$ cat config.mk
export PLATFORM = sky130hd
export DESIGN_NAME = load_store_unit_flat
export DESIGN_NICKNAME = d
export VERILOG_FILES = /design/src/rtl/lsu_pkg.sv /design/src/rtl/lsu_if.sv /design/src/rtl/lsu_load_ext.sv /design/src/rtl/load_store_unit.sv /design/src/flat_wrapper.sv
export SDC_FILE = /design/constraint.sdc
export NUM_CORES = 1
export LEC_CHECK = 0
export CAP_MARGIN = 15
export CORE_ASPECT_RATIO = 1.25
export CORE_MARGIN = 4
export CORE_UTILIZATION = 39
export CTS_BUF_LIST = sky130_fd_sc_hd__clkbuf_2
export DETAILED_ROUTE_END_ITERATION = 10
export PLACE_DENSITY = 0.82
export SYNTH_ARGS = -nofsm -noshare
export SYNTH_HDL_FRONTEND = slang
export SYNTH_SLANG_ARGS = --single-unit
$ cat constraint.sdc
create_clock -name CLK -period 3.1 [get_ports CLK]
set_clock_uncertainty 0.15 [all_clocks]
set_input_delay 0.62 -clock CLK [delete_from_list [all_inputs] [get_ports CLK]]
set_output_delay 0.62 -clock CLK [all_outputs]
set_load 0.005 [all_outputs]
$ cat src/rtl/lsu_pkg.sv
// Shared definitions for the load/store unit: RV32I funct3 codes, FSM states, access sizing.
package lsu_pkg;

  localparam logic [2:0] F3_LB  = 3'd0;
  localparam logic [2:0] F3_LH  = 3'd1;
  localparam logic [2:0] F3_LW  = 3'd2;
  localparam logic [2:0] F3_LBU = 3'd4;
  localparam logic [2:0] F3_LHU = 3'd5;
  localparam logic [2:0] F3_SB  = 3'd0;
  localparam logic [2:0] F3_SH  = 3'd1;
  localparam logic [2:0] F3_SW  = 3'd2;

  typedef enum logic [1:0] {
    IDLE,
    ACCESS,
    RESP
  } lsu_state_t;

  // Access size in bytes; encodings with funct3[1:0]==3 are illegal and faulted elsewhere.
  function automatic logic [2:0] size_bytes(input logic [2:0] funct3);
    case (funct3[1:0])
      2'd0:    return 3'd1;
      2'd1:    return 3'd2;
      default: return 3'd4;
    endcase
  endfunction

endpackage

$ cat src/rtl/lsu_if.sv
// Bundle of request, response and data-memory signals for the load/store unit.
interface lsu_if #(
  parameter int unsigned ADDRESS_WIDTH = 17
);
  logic                     req_valid;
  logic                     req_ready;
  logic                     req_we;
  logic [2:0]               req_funct3;
  logic [31:0]              req_addr;
  logic [31:0]              req_wdata;
  logic                     resp_valid;
  logic                     resp_ready;
  logic [31:0]              resp_rdata;
  logic                     resp_fault;
  logic                     mem_we0;
  logic                     mem_we1;
  logic                     mem_we2;
  logic                     mem_we3;
  logic [ADDRESS_WIDTH-1:0] mem_a;
  logic [31:0]              mem_wd;
  logic [31:0]              mem_rd;

  // Environment side: execute stage issuing requests plus the data memory answering reads.
  modport master (
    output req_valid, req_we, req_funct3, req_addr, req_wdata, resp_ready, mem_rd,
    input  req_ready, resp_valid, resp_rdata, resp_fault,
    input  mem_we0, mem_we1, mem_we2, mem_we3, mem_a, mem_wd
  );

  modport slave (
    input  req_valid, req_we, req_funct3, req_addr, req_wdata, resp_ready, mem_rd,
    output req_ready, resp_valid, resp_rdata, resp_fault,
    output mem_we0, mem_we1, mem_we2, mem_we3, mem_a, mem_wd
  );
endinterface

$ cat src/rtl/lsu_load_ext.sv
// Sign/zero extension of the raw memory word according to the load funct3.
module lsu_load_ext
  import lsu_pkg::*;
(
  input  logic [2:0]  funct3,
  input  logic [31:0] word,
  output logic [31:0] result
);

  always_comb begin
    result = word;
    case (funct3)
      F3_LB:   result = {{24{word[7]}}, word[7:0]};
      F3_LH:   result = {{16{word[15]}}, word[15:0]};
      F3_LBU:  result = {24'h000000, word[7:0]};
      F3_LHU:  result = {16'h0000, word[15:0]};
      default: result = word;
    endcase
  end

endmodule

$ cat src/rtl/load_store_unit.sv
// Core-side initiator for the byte-lane data memory: one request in flight, faults checked on
// accept, a single ACCESS cycle, then a registered response held until consumed.
module load_store_unit
  import lsu_pkg::*;
#(
  parameter int unsigned ADDRESS_WIDTH    = 17,
  parameter int unsigned DATA_WIDTH       = 32,
  parameter bit          ALLOW_MISALIGNED = 1'b0
) (
  input logic  CLK,
  input logic  RST_N,
  lsu_if.slave bus
);

  localparam int unsigned EndW = ADDRESS_WIDTH + 1;

  lsu_state_t               state_q, state_d;
  logic [ADDRESS_WIDTH-1:0] addr_q;
  logic [DATA_WIDTH-1:0]    wdata_q;
  logic [DATA_WIDTH-1:0]    rdata_q;
  logic [DATA_WIDTH-1:0]    ext_data;
  logic [2:0]               funct3_q;
  logic                     we_q;
  logic                     fault_q;

  logic            accept;
  logic            fault;
  logic            illegal;
  logic            misaligned;
  logic            out_of_range;
  logic [2:0]      size;
  logic [EndW-1:0] end_addr;
  logic [3:0]      lanes;
  logic            store_en;

  assign bus.req_ready = (state_q == IDLE) || ((state_q == RESP) && bus.resp_ready);
  assign accept        = bus.req_valid && bus.req_ready;

  always_comb begin
    size       = size_bytes(bus.req_funct3);
    illegal    = 1'b0;
    misaligned = 1'b0;
    if (bus.req_we) begin
      illegal = bus.req_funct3 > F3_SW;
    end else begin
      illegal = (bus.req_funct3 == 3'd3) || (bus.req_funct3[2:1] == 2'b11);
    end
    if (!ALLOW_MISALIGNED) begin
      misaligned = ((size == 3'd2) && bus.req_addr[0]) ||
                   ((size == 3'd4) && (bus.req_addr[1:0] != 2'b00));
    end
    // One extra bit catches accesses that would run past the top of memory.
    end_addr     = {1'b0, bus.req_addr[ADDRESS_WIDTH-1:0]} + EndW'(size - 3'd1);
    out_of_range = (bus.req_addr[31:ADDRESS_WIDTH] != '0) || end_addr[ADDRESS_WIDTH];
    fault        = illegal || misaligned || out_of_range;
  end

  always_comb begin
    state_d = state_q;
    if (accept) begin
      state_d = fault ? RESP : ACCESS;
    end else begin
      case (state_q)
        IDLE:    state_d = IDLE;
        ACCESS:  state_d = RESP;
        RESP:    state_d = bus.resp_ready ? IDLE : RESP;
        default: state_d = IDLE;
      endcase
    end
  end

  always_ff @(posedge CLK) begin
    if (!RST_N) begin
      state_q  <= IDLE;
      addr_q   <= '0;
      wdata_q  <= '0;
      funct3_q <= 3'd0;
      we_q     <= 1'b0;
      rdata_q  <= '0;
      fault_q  <= 1'b0;
    end else begin
      state_q <= state_d;
      if (accept) begin
        addr_q   <= bus.req_addr[ADDRESS_WIDTH-1:0];
        wdata_q  <= bus.req_wdata;
        funct3_q <= bus.req_funct3;
        we_q     <= bus.req_we;
        rdata_q  <= '0;
        fault_q  <= fault;
      end else if (state_q == ACCESS) begin
        rdata_q <= we_q ? '0 : ext_data;
        fault_q <= 1'b0;
      end
    end
  end

  lsu_load_ext u_load_ext (
    .funct3 (funct3_q),
    .word   (bus.mem_rd),
    .result (ext_data)
  );

  always_comb begin
    lanes = 4'b0000;
    case (funct3_q[1:0])
      2'd0:    lanes = 4'b0001;
      2'd1:    lanes = 4'b0011;
      2'd2:    lanes = 4'b1111;
      default: lanes = 4'b0000;
    endcase
  end

  // RST_N gates the enables so a reset edge landing on ACCESS never commits a write.
  assign store_en    = (state_q == ACCESS) && we_q && RST_N;
  assign bus.mem_we0 = store_en && lanes[0];
  assign bus.mem_we1 = store_en && lanes[1];
  assign bus.mem_we2 = store_en && lanes[2];
  assign bus.mem_we3 = store_en && lanes[3];
  assign bus.mem_a   = addr_q;
  assign bus.mem_wd  = wdata_q;

  assign bus.resp_valid = (state_q == RESP);
  assign bus.resp_rdata = rdata_q;
  assign bus.resp_fault = fault_q;

endmodule

$ cat src/flat_wrapper.sv
// flat-port wrapper written by rule: the top's interface ports become plain ports
module load_store_unit_flat import lsu_pkg::*;
#(
  parameter int unsigned ADDRESS_WIDTH    = 17,
  parameter int unsigned DATA_WIDTH       = 32,
  parameter bit          ALLOW_MISALIGNED = 1'b0
)
  (CLK, RST_N, bus_req_valid, bus_req_we, bus_req_funct3, bus_req_addr, bus_req_wdata, bus_resp_ready, bus_mem_rd, bus_req_ready, bus_resp_valid, bus_resp_rdata, bus_resp_fault, bus_mem_we0, bus_mem_we1, bus_mem_we2, bus_mem_we3, bus_mem_a, bus_mem_wd);
  lsu_if #(.ADDRESS_WIDTH(ADDRESS_WIDTH)) bus_i ();
  input logic CLK;
  input logic RST_N;
  input wire logic [$bits(bus_i.req_valid)-1:0] bus_req_valid;
  input wire logic [$bits(bus_i.req_we)-1:0] bus_req_we;
  input wire logic [$bits(bus_i.req_funct3)-1:0] bus_req_funct3;
  input wire logic [$bits(bus_i.req_addr)-1:0] bus_req_addr;
  input wire logic [$bits(bus_i.req_wdata)-1:0] bus_req_wdata;
  input wire logic [$bits(bus_i.resp_ready)-1:0] bus_resp_ready;
  input wire logic [$bits(bus_i.mem_rd)-1:0] bus_mem_rd;
  output wire logic [$bits(bus_i.req_ready)-1:0] bus_req_ready;
  output wire logic [$bits(bus_i.resp_valid)-1:0] bus_resp_valid;
  output wire logic [$bits(bus_i.resp_rdata)-1:0] bus_resp_rdata;
  output wire logic [$bits(bus_i.resp_fault)-1:0] bus_resp_fault;
  output wire logic [$bits(bus_i.mem_we0)-1:0] bus_mem_we0;
  output wire logic [$bits(bus_i.mem_we1)-1:0] bus_mem_we1;
  output wire logic [$bits(bus_i.mem_we2)-1:0] bus_mem_we2;
  output wire logic [$bits(bus_i.mem_we3)-1:0] bus_mem_we3;
  output wire logic [$bits(bus_i.mem_a)-1:0] bus_mem_a;
  output wire logic [$bits(bus_i.mem_wd)-1:0] bus_mem_wd;
  assign bus_i.req_valid = bus_req_valid;
  assign bus_i.req_we = bus_req_we;
  assign bus_i.req_funct3 = bus_req_funct3;
  assign bus_i.req_addr = bus_req_addr;
  assign bus_i.req_wdata = bus_req_wdata;
  assign bus_i.resp_ready = bus_resp_ready;
  assign bus_i.mem_rd = bus_mem_rd;
  assign bus_req_ready = bus_i.req_ready;
  assign bus_resp_valid = bus_i.resp_valid;
  assign bus_resp_rdata = bus_i.resp_rdata;
  assign bus_resp_fault = bus_i.resp_fault;
  assign bus_mem_we0 = bus_i.mem_we0;
  assign bus_mem_we1 = bus_i.mem_we1;
  assign bus_mem_we2 = bus_i.mem_we2;
  assign bus_mem_we3 = bus_i.mem_we3;
  assign bus_mem_a = bus_i.mem_a;
  assign bus_mem_wd = bus_i.mem_wd;
  load_store_unit #(.ADDRESS_WIDTH(ADDRESS_WIDTH), .DATA_WIDTH(DATA_WIDTH), .ALLOW_MISALIGNED(ALLOW_MISALIGNED)) u_core (.CLK(CLK), .RST_N(RST_N), .bus(bus_i));
endmodule
### Word-level counts from Yosys, hierarchy flattened

Cells that the tools add are included.

* add/sub/neg operators: 2
* $lt $le $gt $ge: 1
* equality and inequality tests: 12
* muxes and demuxes: 11
* bitwise logic cells: 1
* reduce and logical (&&, ||, !) cells: 24

Operators by type and width (count)
* one-hot mux 32 bit (4 select lines): 1
* two-way mux 32 bit: 1
* adder 17 x 18 -> 18 bit: 1
* nonzero test 15 bit: 1
* one-hot mux 4 bit (3 select lines): 1
* logical AND 1 bit: 10
* equality test 3 bit, second input constant: 3
* equality test 2 x 1 -> 1 bit, second input constant: 3
* equality test 2 bit, second input constant: 3
* equality test 3 x 2 -> 1 bit, second input constant: 2
* logical NOT 2 bit: 3
* logical OR 1 bit: 6
* two-way mux 2 bit: 3
* one-hot mux 3 bit (2 select lines): 1
* one-hot mux 2 bit (2 select lines): 1
* nonzero test 2 bit: 2
* subtractor 3 x 1 -> 4 bit, second input constant: 1
* equality test 3 x 1 -> 1 bit, second input constant: 1
* > comparator 3 x 2 -> 1 bit, second input constant: 1
* logical NOT 3 bit: 1
* two-way mux 1 bit: 3
* OR reduction 2 bit: 1
* inverter 1 bit: 1

* register bits after elaboration: 88
* input port bits: 104
* output and inout bits: 88
* word-level logic and storage cells: 58

### Longest topological paths before layout

Gate-level depths: netlist of the first run.

* depth in word-level cells: 9
* depth in mapped cells: 8
* gate-level depth less buffers: 8

### Cells and area by module

From an unflattened synthesis of the first run, not the netlist that was laid out.

* cells, all modules: 320
* area, all modules: 3404.5 um^2

Modules (own cells, without submodules)
* load_store_unit: instances 1, cells each 253, area an instance 3049.2 um^2, sequential area each 1761.7 um^2
* lsu_load_ext: instances 1, cells each 67, area an instance 355.3 um^2, sequential area each 0.0 um^2

### Worst setup path after synthesis of the first run

No wires, ideal clock.

* kind: input to register
* from: input bus_req_funct3[0]
* to: register u_core.fault_q (netlist: u_core.bus.resp_fault)
* library setup time: 0.140 ns
* data arrival time: 2.105 ns
* data required time: 2.810 ns
* path slack: 0.705 ns
* cell stages on the path: 8
* path buffers: 0
* path through: or2_2 ha_1 xor2_1 ha_1 a21oi_1 a21oi_1 o2111ai_1 nand3_1

* cells in the longest elaborated chain, start to end: 8
* elaborated cells on any way between the ends: 18
* those cells by class: 2 x add/sub; 1 x order compare; 4 x eq/ne; 3 x mux; 8 x reduce/logical

RTL lines
* start: declaration: RTL line flat_wrapper.sv:14 `input wire logic [$bits(bus_i.req_funct3)-1:0] bus_req_funct3;`
* branches (longest 6 deep; another with adder 17 x 18 -> 18 bit)
* logical OR 1 bit *: RTL line load_store_unit.sv:55 `fault = illegal || misaligned || out_of_range;`
* two-way mux 1 bit *: RTL line load_store_unit.sv:83 `if (accept) begin`
* end signal: assignment: RTL line load_store_unit.sv:89 `fault_q <= fault;`
* end: declaration: RTL line load_store_unit.sv:24 `logic fault_q;`

Mark *: on every way between the ends.
A chain may end at the register's enable or synchronous reset.

### Worst setup path after layout of the first run

* from: register u_core.state_q[0]
* to: output bus_req_ready

* cells in the longest elaborated chain, start to end: 3
* elaborated cells on any way between the ends: 4
* those cells by class: 1 x eq/ne; 3 x reduce/logical

RTL lines
* start: declaration: RTL line load_store_unit.sv:17 `lsu_state_t state_q, state_d;`
* start signal: assignment: RTL line load_store_unit.sv:82 `state_q <= state_d;`
* equality test 2 bit: RTL line load_store_unit.sv:36 `assign bus.req_ready = (state_q == IDLE) || ((state_q == RESP) && bus.resp_ready);`
* logical AND 1 bit: RTL line load_store_unit.sv:36
* logical OR 1 bit *: RTL line load_store_unit.sv:36
* end: declaration: RTL line flat_wrapper.sv:19 `output wire logic [$bits(bus_i.req_ready)-1:0] bus_req_ready;`

Every way passes the cells marked *; elsewhere a longest branch is shown, timed or not.

==> Implementation_results.wiki, run 1 <==
{| class="wikitable"
! Metric !! Value
|-
| Hold Path Class || register to register
|-
| Outcome || completed
|-
| Measured slew at the worst slew-check pin || 0.553 ns
|-
| Main synth FF type || sky130_fd_sc_hd__dfxtp_1
|-
| Max-Slew Margin vs Limit || a little over three fifths
|-
| Initial cell density of the core || 40.3%
|-
| Clock Pin Slew Worst Setup and Hold Paths || 0.27 ns
|-
| Core area || between 0.008 and 0.009 mm^2
|-
| Post-route DRC || 0
|-
| Crit-path max FO || 5
|-
| Remaining number of nets flagged by the antenna check after routing || 0
|-
| # rows || 37
|-
| Max clock buf depth || 2
|-
| Total GRT Usage || between 10% and 20%
|-
| Sum of net half-perimeters after detailed placement || roughly 8.0 mm
|-
| Total power divided by cell area || around 400 mW/mm^2
|-
| CP Data Required Time || 2.33 ns
|-
| Setup Crit Path Kind || register to output port
|-
| Pins over their slew limit || 0
|-
| TritonCTS clock tree || built
|-
| Filler Cell Count || 695
|-
| Number of different library cells in the post-synthesis netlist || 41
|-
| Max capacitance violation total || 0
|-
| Period minus WS final || 2.83 ns
|-
| DIE AREA || between 0.01 and 0.015 mm^2
|-
| Total power || ~2.2 mW
|-
| Worst vdd ir || roughly 0.22 mV
|-
| Netlist Area Pre-Place || 0.00334 mm^2
|-
| N_diodes || 0
|-
| Setup TNS after final layout || 0 ns
|-
| Worst Setup Slack post-DPL || approximately 0.1 ns
|-
| Static power due to leakage || around 2.2 nW
|-
| Floorplan die width || ~91 um
|-
| Yosys Warn Count || 0
|-
| Area of the multi-input gates || about 0.0015 mm^2
|-
| Area grow syn2layout || 65.7%
|-
| Highest cell delay on the worst timing path || ~0.59 ns
|-
| Post-layout worst setup margin || roughly 0.27 ns
|-
| CTS HTree Levels || 3
|-
| Area share of the largest cell type after synthesis || a little over half
|-
| Critical path's top delay family || buffers and inverters
|-
| Clock Sinks || 88
|-
| Count of buffering cells on the critical path with inverters included || 2
|-
| Top Ports || 192
|-
| Sum of routed wire length over all layers || between 10 and 15 mm
|-
| Clock latency at the later pin of the worst-skew pair || approximately 0.5 ns
|-
| Portion of the post-synthesis area used by sequential elements || a little over half
|-
| Asr flop ratio synth || 0%
|-
| Unrepaired setup endpoints after global routing || false
|-
| CP max stage cell || sky130_fd_sc_hd__clkdlybuf4s50_1
|-
| Setup violation total in the final timing report || 0
|-
| Number of flops mapped to enable cells by yosys || 0
|-
| Arrival time worst endpoint || about 2 ns
|-
| Clock buffer count from CTS || 9
|-
| Buffers added on ports || ~190
|-
| Final Hold Vio Count || 0
|-
| Clk Tree Root Cell || sky130_fd_sc_hd__clkbuf_2
|-
| Via count || ~3,200
|-
| Aggregate global routing overflow || 0
|-
| Crit-path cells || inv_1 > ha_1 > a21o_1 > clkdlybuf4s50_1
|-
| Fin nets || 642
|-
| Period utilisation layout || roughly nine tenths
|-
| Synth area leaders || sky130_fd_sc_hd__dfxtp_1, sky130_fd_sc_hd__a22o_1, sky130_fd_sc_hd__ha_1, sky130_fd_sc_hd__nand2_1, sky130_fd_sc_hd__nor2_1
|-
| Startpoint Class || register
|-
| Cells after Synth || between 300 and 400
|-
| Number of global-route vias before repair || approximately 3,300
|-
| Initial antenna violation count || 0
|-
| Type of element capturing the critical path || output port
|-
| Mean number of vias per cell || 5.10
|-
| Routed wirelength normalized by instance count || 16.4 um
|-
| Post-synth top area cell || sky130_fd_sc_hd__dfxtp_1
|-
| Die height || 111 um
|-
| Global-route wire length before repair || between 15 and 20 mm
|-
| DRT iter0 DRCs || between 100 and 150
|-
| RePlAce Congestion || a little over 0.8
|-
| Share of cells above drive strength 1 || 6.29%
|-
| Seq. cell area || ~0.0018 mm^2
|-
| Post-Synthesis Mean Instance Area || just over 10 um^2
|-
| Max Fclk || around 350 MHz
|-
| Pin count of the biggest net entering global routing || 31
|-
| First-pass iteration count of the detailed router || 4
|-
| FF+latch count, synth || around 90
|-
| Utilization of the core after routing || between 60% and 70%
|}
[power by group]
group | switching, mW | internal (mW)
registers | 0.0260 | 1.18
clock network | 0.398 | 0.196
logic | 0.154 | 0.257
total | 0.577 | 1.63
[worst register-to-register path, cell delays in order (launching register included)]
cell	delay [ns]
sky130_fd_sc_hd__dfxtp_1	0.39
sky130_fd_sc_hd__inv_1	0.06
sky130_fd_sc_hd__ha_1	0.24
sky130_fd_sc_hd__a21o_1	0.28
sky130_fd_sc_hd__a21oi_4	0.52
sky130_fd_sc_hd__nand3b_1	0.28
sky130_fd_sc_hd__o21ai_0	0.23
[stage by stage]
stage	instances	hold WS (ns)	cell area, um^2
3_5_place_dp	606	0.290	5410
6_report	622	0.317	5540
2_1_floorplan	331	0.293	3360
5_1_grt	622	0.340	5540
3_3_place_gp	606	0.283	5410
4_1_cts	622	0.318	5530
[cell families (layout without fill, tap and decap cells)]
kind of cell    after synthesis  after routing  synth area share, %
compound gates              112            112                 25.4
xor+xnor                      1              1                0.262
fa+ha+maj                    18             18                 6.74
buf+inv                      31            225                 4.19
flops                        88             88                 52.7
other cells                   1              7                0.112
simple gates                 74             74                 10.6
[cells in the final DEF, fill, tap and decap left out, drive strengths merged, types with 2 or more instances in the layout]
cell and instances:
or2 2, o2111ai 2, nand3 4, clkinv 2, clkdlybuf4s50 191, nor4 5, nand4 2, and4 2
nor2 20, o21ai 25, nand2 27, a21oi 12, buf 8, a22o 61, conb 7, inv 13
a22oi 2, o22ai 2, nand2b 3, and2 3, clkbuf 9, ha 18, and3 2, dfxtp 88
a211oi 3
[per-layer routing]
metal | share of wire [%] | GRT usage, % | up-vias
met5 | 0 | 0 | -
met4 | 2.9 | 8.95 | 0
met3 | 7.4 | 5.88 | 20
met2 | 50 | 34.4 | 128
met1 | 40 | 21.4 | 1461
li1 | - | - | 1561
[cell type report]
type | instances | share of cell area (%)
clock inverter | 7 | 1.40
timing repair buffer | 199 | 36.3
tap | 97 | 2.19
inverter | 10 | 0.678
sequential | 88 | 31.8
clock buffer | 9 | 0.814
multi-input combinational | 212 | 26.8
[worst paths after layout]
| path | startpoint | endpoint | slack (ns) | cells past startpoint |
|---|---|---|---|---|
| worst max register to register | u_core.state_q[0]$_SDFF_PN0_ | u_core.bus.resp_rdata[9]$_SDFFE_PP0P_ | 0.91 | 6 |
| worst min-delay path | u_core.bus.resp_rdata[21]$_SDFFE_PP0P_ | u_core.bus.resp_rdata[21]$_SDFFE_PP0P_ | 0.32 | 2 |
| worst min register to register | u_core.bus.resp_rdata[21]$_SDFFE_PP0P_ | u_core.bus.resp_rdata[21]$_SDFFE_PP0P_ | 0.32 | 2 |
| worst max-delay path | u_core.state_q[0]$_SDFF_PN0_ | bus_req_ready | 0.27 | 4 |
[cell usage after synthesis, drive strengths merged, types with 2 or more instances]
cell type	count
a211oi	3
a21oi	12
a22o	61
a22oi	2
and2	3
and3	2
and4	2
buf	13
clkbuf	8
dfxtp	88
ha	18
inv	10
nand2	27
nand2b	3
nand3	4
nand4	2
nor2	20
nor4	5
o2111ai	2
o21ai	25
o22ai	2
or2	2
[what timing repair did]
item	in CTS	in global routing
setup endpoints to repair	0	4
setup buffers	0	0
hold buffers	0	0
resized for setup	0	1
[state kept, by name, summed over array words and instances (netlist names)]
| signal | cells |
|---|---|
| u_core.bus.mem_wd | 32 |
| u_core.bus.resp_rdata | 32 |
| u_core.bus.mem_a | 17 |
| u_core.funct3_q | 3 |
| u_core.state_q | 2 |
| u_core.bus.resp_fault | 1 |
| u_core.we_q | 1 |
No activity file was read; power rests on OpenSTA's default activity.
==> run 2: changes to the inputs <==
--- a/config.mk
+++ b/config.mk
@@ -8,10 +8,11 @@
 export CAP_MARGIN = 15
 export CORE_ASPECT_RATIO = 1.25
 export CORE_MARGIN = 4
-export CORE_UTILIZATION = 39
+export CORE_UTILIZATION = 35
 export CTS_BUF_LIST = sky130_fd_sc_hd__clkbuf_2
 export DETAILED_ROUTE_END_ITERATION = 10
-export PLACE_DENSITY = 0.82
+export HOLD_SLACK_MARGIN = 0.08
+export PLACE_DENSITY = 0.78
 export SYNTH_ARGS = -nofsm -noshare
 export SYNTH_HDL_FRONTEND = slang
 export SYNTH_SLANG_ARGS = --single-unit
==> constraint.sdc (replaced) <==
create_clock -name CLK -period 2.5 [get_ports CLK]
set_clock_uncertainty 0.15 [all_clocks]
set_input_delay 0.5 -clock CLK [delete_from_list [all_inputs] [get_ports CLK]]
set_output_delay 0.5 -clock CLK [all_outputs]
set_load 0.005 [all_outputs]
==> run 2 against run 1 <==
Count of clock-buffer cells in the layout increased by 1. Via count is 1.2% higher. Flip-flop and latch count unchanged. Worst setup slack got worse by 0.11 ns. Die area is 10% higher. Highest routed layer unchanged. Register-to-register slack lost 0.37 ns. Critical path depth grew 4. Largest cell class unchanged. Sequential power rose by 24%. Total power grew 25%.
==> Implementation_results.wiki, run 2 (synthesized netlist as in run 1, its figures left out) <==
{| class="wikitable"
! Metric !! Value
|-
| Setup violation total in the final timing report || 0 (unchanged)
|-
| Final std cells w/o fill || 652 (was 622)
|-
| Final Hold Vio Count || 0 (unchanged)
|-
| Launch instance of the worst register-to-register path || u_core.funct3_q[0]$_SDFFE_PN0P_ (was u_core.state_q[0]$_SDFF_PN0_)
|-
| Number of gates resized after CTS || 11 (was 0)
|-
| Arrival time worst endpoint || 2.61 ns (was 2.06 ns)
|-
| Part of the power in registers || 53.9% (was 54.6%)
|-
| Most crowded layer after global routing || met2 (unchanged)
|-
| CP Data Required Time || 2.77 ns (was 2.33 ns)
|-
| First-pass iteration count of the detailed router || 4 (unchanged)
|-
| Max capacitance violation total || 0 (unchanged)
|-
| Clock buffer count from CTS || 9 (unchanged)
|-
| Via count || 3,207 (was 3,170)
|-
| Unrepaired setup endpoints after global routing || false (unchanged)
|-
| Power dissipated by switching net loads || 664 uW (was 577 uW)
|-
| Met3 usage in global routing || 6.01% (was 5.88%)
|-
| TritonCTS clock tree || built (unchanged)
|-
| Post-CTS setup-driven buffer insertion count || 0 (unchanged)
|-
| Setup Crit Path Kind || primary input to register (was register to output port)
|-
| Area grow syn2layout || 67.9% (was 65.7%)
|-
| Period minus WS final || ~2.3 ns
|-
| Static power due to leakage || 2.22 nW (was 2.18 nW)
|-
| Clock Pin Slew Worst Setup and Hold Paths || 0.20 ns (was 0.27 ns)
|-
| CP max stage cell || sky130_fd_sc_hd__o41ai_1 (was sky130_fd_sc_hd__clkdlybuf4s50_1)
|-
| Clock power share || 27.6% (was 26.8%)
|-
| CTS HTree Levels || 3 (unchanged)
|-
| Measured slew at the worst slew-check pin || 0.513 ns (was 0.553 ns)
|-
| Fraction of power spent switching nets || 24.0% (was 26.1%)
|-
| # rows || 39 (was 37)
|-
| DRT iter0 DRCs || 133 (was 136)
|-
| Pin count of the biggest net entering global routing || 57 (was 31)
|-
| Startpoint Class || primary input (was register)
|-
| Post-placement cell area || 0.00548 mm^2 (was 0.00541 mm^2)
|-
| Final design instance area without fill || 0.00561 mm^2 (was 0.00554 mm^2)
|-
| Most frequent cells in the layout || sky130_fd_sc_hd__clkdlybuf4s50_1, sky130_fd_sc_hd__dfxtp_1, sky130_fd_sc_hd__a22o_1, sky130_fd_sc_hd__nand2_1, sky130_fd_sc_hd__nor2_1 (unchanged)
|-
| RePlAce Congestion || 0.717 (was 0.810)
|-
| N_diodes || 0 (unchanged)
|-
| Post-route DRC || 0 (unchanged)
|-
| Clk Tree Root Cell || sky130_fd_sc_hd__clkbuf_2 (unchanged)
|-
| Met1 track utilization from global routing || 19.9% (was 21.4%)
|-
| Destination of the worst hold path || u_core.bus.resp_rdata[23]$_SDFFE_PP0P_ (was u_core.bus.resp_rdata[21]$_SDFFE_PP0P_)
|-
| Share of cells above drive strength 1 || 7.56% (was 6.29%)
|-
| Type of element capturing the critical path || register (was output port)
|-
| Clock Sinks || 88 (unchanged)
|-
| Outcome || completed (unchanged)
|-
| Remaining number of nets flagged by the antenna check after routing || 0 (unchanged)
|-
| Sum of routed wire length over all layers || 10.2 mm (about the same)
|-
| Number of global-route vias before repair || 3,262 (was 3,264)
|-
| Total power divided by cell area || 494 mW/mm^2 (was 399 mW/mm^2)
|-
| Max Fclk || 426 MHz
|-
| Period utilisation layout || 93.9%
|-
| Most common cell after layout, fill and taps aside || sky130_fd_sc_hd__clkdlybuf4s50_1 (unchanged)
|-
| Post-route worst hold slack || 0.309 ns (was 0.317 ns)
|-
| Mean number of vias per cell || 4.92 (was 5.10)
|-
| DIE AREA || 0.0112 mm^2 (was 0.0101 mm^2)
|-
| Floorplan die width || 95.4 um (was 90.8 um)
|-
| Hold depth || 2 (unchanged)
|-
| Global-route wire length before repair || 15.7 mm (was 16.0 mm)
|-
| Routed wirelength normalized by instance count || 15.6 um (was 16.4 um)
|-
| Top Ports || 192 (unchanged)
|-
| Total GRT Usage || 18.1% (was 19.5%)
|-
| Fin nets || 647 (was 642)
|-
| Sum of net half-perimeters after detailed placement || 7.72 mm (was 8.02 mm)
|-
| Worst R2R End || u_core.bus.resp_rdata[17]$_SDFFE_PP0P_ (was u_core.bus.resp_rdata[9]$_SDFFE_PP0P_)
|-
| Crit-path cells || clkdlybuf4s50_1 > or2_2 > ha_1 > buf_4 > o21ai_0 > nand4_1 > o41ai_1 > nand3_1 (was inv_1 > ha_1 > a21o_1 > clkdlybuf4s50_1)
|-
| Max-Slew Margin vs Limit || 65.3% (was 63.0%)
|-
| Internal cell power || 2.11 mW (was 1.63 mW)
|-
| Initial antenna violation count || 0 (unchanged)
|-
| Max clock buf depth || 2 (unchanged)
|-
| Cell count after placement || 637 (was 606)
|-
| Critical path's top delay family || compound AO/OA/AOI/OAI gates (was buffers and inverters)
|-
| Internal reg-to-reg setup slack || 0.54 ns (was 0.91 ns)
|-
| Worst reg-to-reg path cell count || 6 (unchanged)
|-
| Fraction of power consumed by combinational cells || 18.4% (was 18.6%)
|-
| Aggregate global routing overflow || 0 (unchanged)
|-
| Buffers added on ports || 191 (unchanged)
|-
| Worst vdd ir || 0.300 mV (was 0.216 mV)
|-
| Pins over their slew limit || 0 (unchanged)
|-
| Clock latency at the later pin of the worst-skew pair || 0.53 ns (was 0.49 ns)
|-
| Met2 demand-to-capacity share in global routing || 31.6% (was 34.4%)
|-
| Crit-path max FO || 3 (was 5)
|-
| Count of buffering cells on the critical path with inverters included || 2 (unchanged)
|-
| Hold Path Class || register to register (unchanged)
|-
| Die height || 117 um (was 111 um)
|-
| Number of hold buffers added after CTS || 0 (unchanged)
|-
| HP Start || u_core.bus.resp_rdata[23]$_SDFFE_PP0P_ (was u_core.bus.resp_rdata[21]$_SDFFE_PP0P_)
|-
| Highest cell delay on the worst timing path || 0.56 ns (was 0.59 ns)
|-
| Core area || 0.00922 mm^2 (was 0.00829 mm^2)
|-
| Initial cell density of the core || 36.2% (was 40.3%)
|}
run 2: power groups by stage:
stage          Combinational (mW)  Clock, mW  Sequential [mW]
2_1_floorplan               0.165          0             1.52
3_3_place_gp                0.504          0             1.52
3_5_place_dp                0.512          0             1.52
4_1_cts                     0.514      0.796             1.50
5_1_grt                     0.553      0.855             1.51
6_report                    0.510      0.766             1.50
run 2: area by class of cell:
| class | count | area (um^2) |
|---|---|---|
| clock inverters | 5 | 72.6 |
| inverters | 10 | 37.5 |
| multi-input cells | 212 | 1490 |
| well taps | 123 | 154 |
| clock buffers | 10 | 50.0 |
| repair buffers | 204 | 2040 |
| fillers | 748 | 3610 |
| flip-flops and latches | 88 | 1770 |
run 2: worst max path at each step:
stage	slack (ns)	endpoint	start	cells past startpoint
after floorplan	0.23	u_core.bus.resp_fault$_SDFFE_PN0P_	bus_req_funct3[0]	8
after global placement	-0.25	u_core.bus.resp_fault$_SDFFE_PN0P_	bus_req_funct3[1]	9
after detailed placement	-0.42	u_core.state_q[1]$_SDFF_PN0_	bus_req_funct3[1]	8
after CTS	0.10	bus_resp_valid	u_core.state_q[0]$_SDFF_PN0_	3
after global routing	0.01	bus_resp_valid	u_core.state_q[0]$_SDFF_PN0_	3
final	0.15	u_core.state_q[1]$_SDFF_PN0_	bus_req_funct3[1]	8
run 2: through the flow:
stage | utilization [%] | setup slack [ns] | power (mW) | TNS, ns
after global routing | 60.8 | 0.0102 | 2.91 | 0
after CTS | 60.8 | 0.104 | 2.81 | 0
final | 60.8 | 0.153 | 2.77 | 0
after detailed placement | 59.4 | -0.423 | 2.03 | -1.13
after floorplan | - | 0.225 | 1.69 | 0
after global placement | 59.4 | -0.253 | 2.02 | -0.751
run 2: worst min-delay path: stages (launching register included):
cell,delay [ns]
sky130_fd_sc_hd__dfxtp_1,0.35
sky130_fd_sc_hd__nand2_1,0.05
sky130_fd_sc_hd__o21ai_1,0.05
run 2: per-layer routing:
metal | vias to the layer above | wire length [um]
met5 | - | 0
met4 | 0 | 259
met3 | 23 | 924
met2 | 137 | 5100
met1 | 1477 | 3870
li1 | 1570 | -
==> run 3: changes to the inputs <==
--- a/config.mk
+++ b/config.mk
@@ -11,6 +11,7 @@
 export CORE_UTILIZATION = 35
 export CTS_BUF_LIST = sky130_fd_sc_hd__clkbuf_2
 export DETAILED_ROUTE_END_ITERATION = 10
+export GPL_ROUTABILITY_DRIVEN = 1
 export HOLD_SLACK_MARGIN = 0.08
 export PLACE_DENSITY = 0.78
 export SYNTH_ARGS = -nofsm -noshare
==> results of run 3 <==
Same layout as run 2: the final DEF is identical, and so are final timing and power.
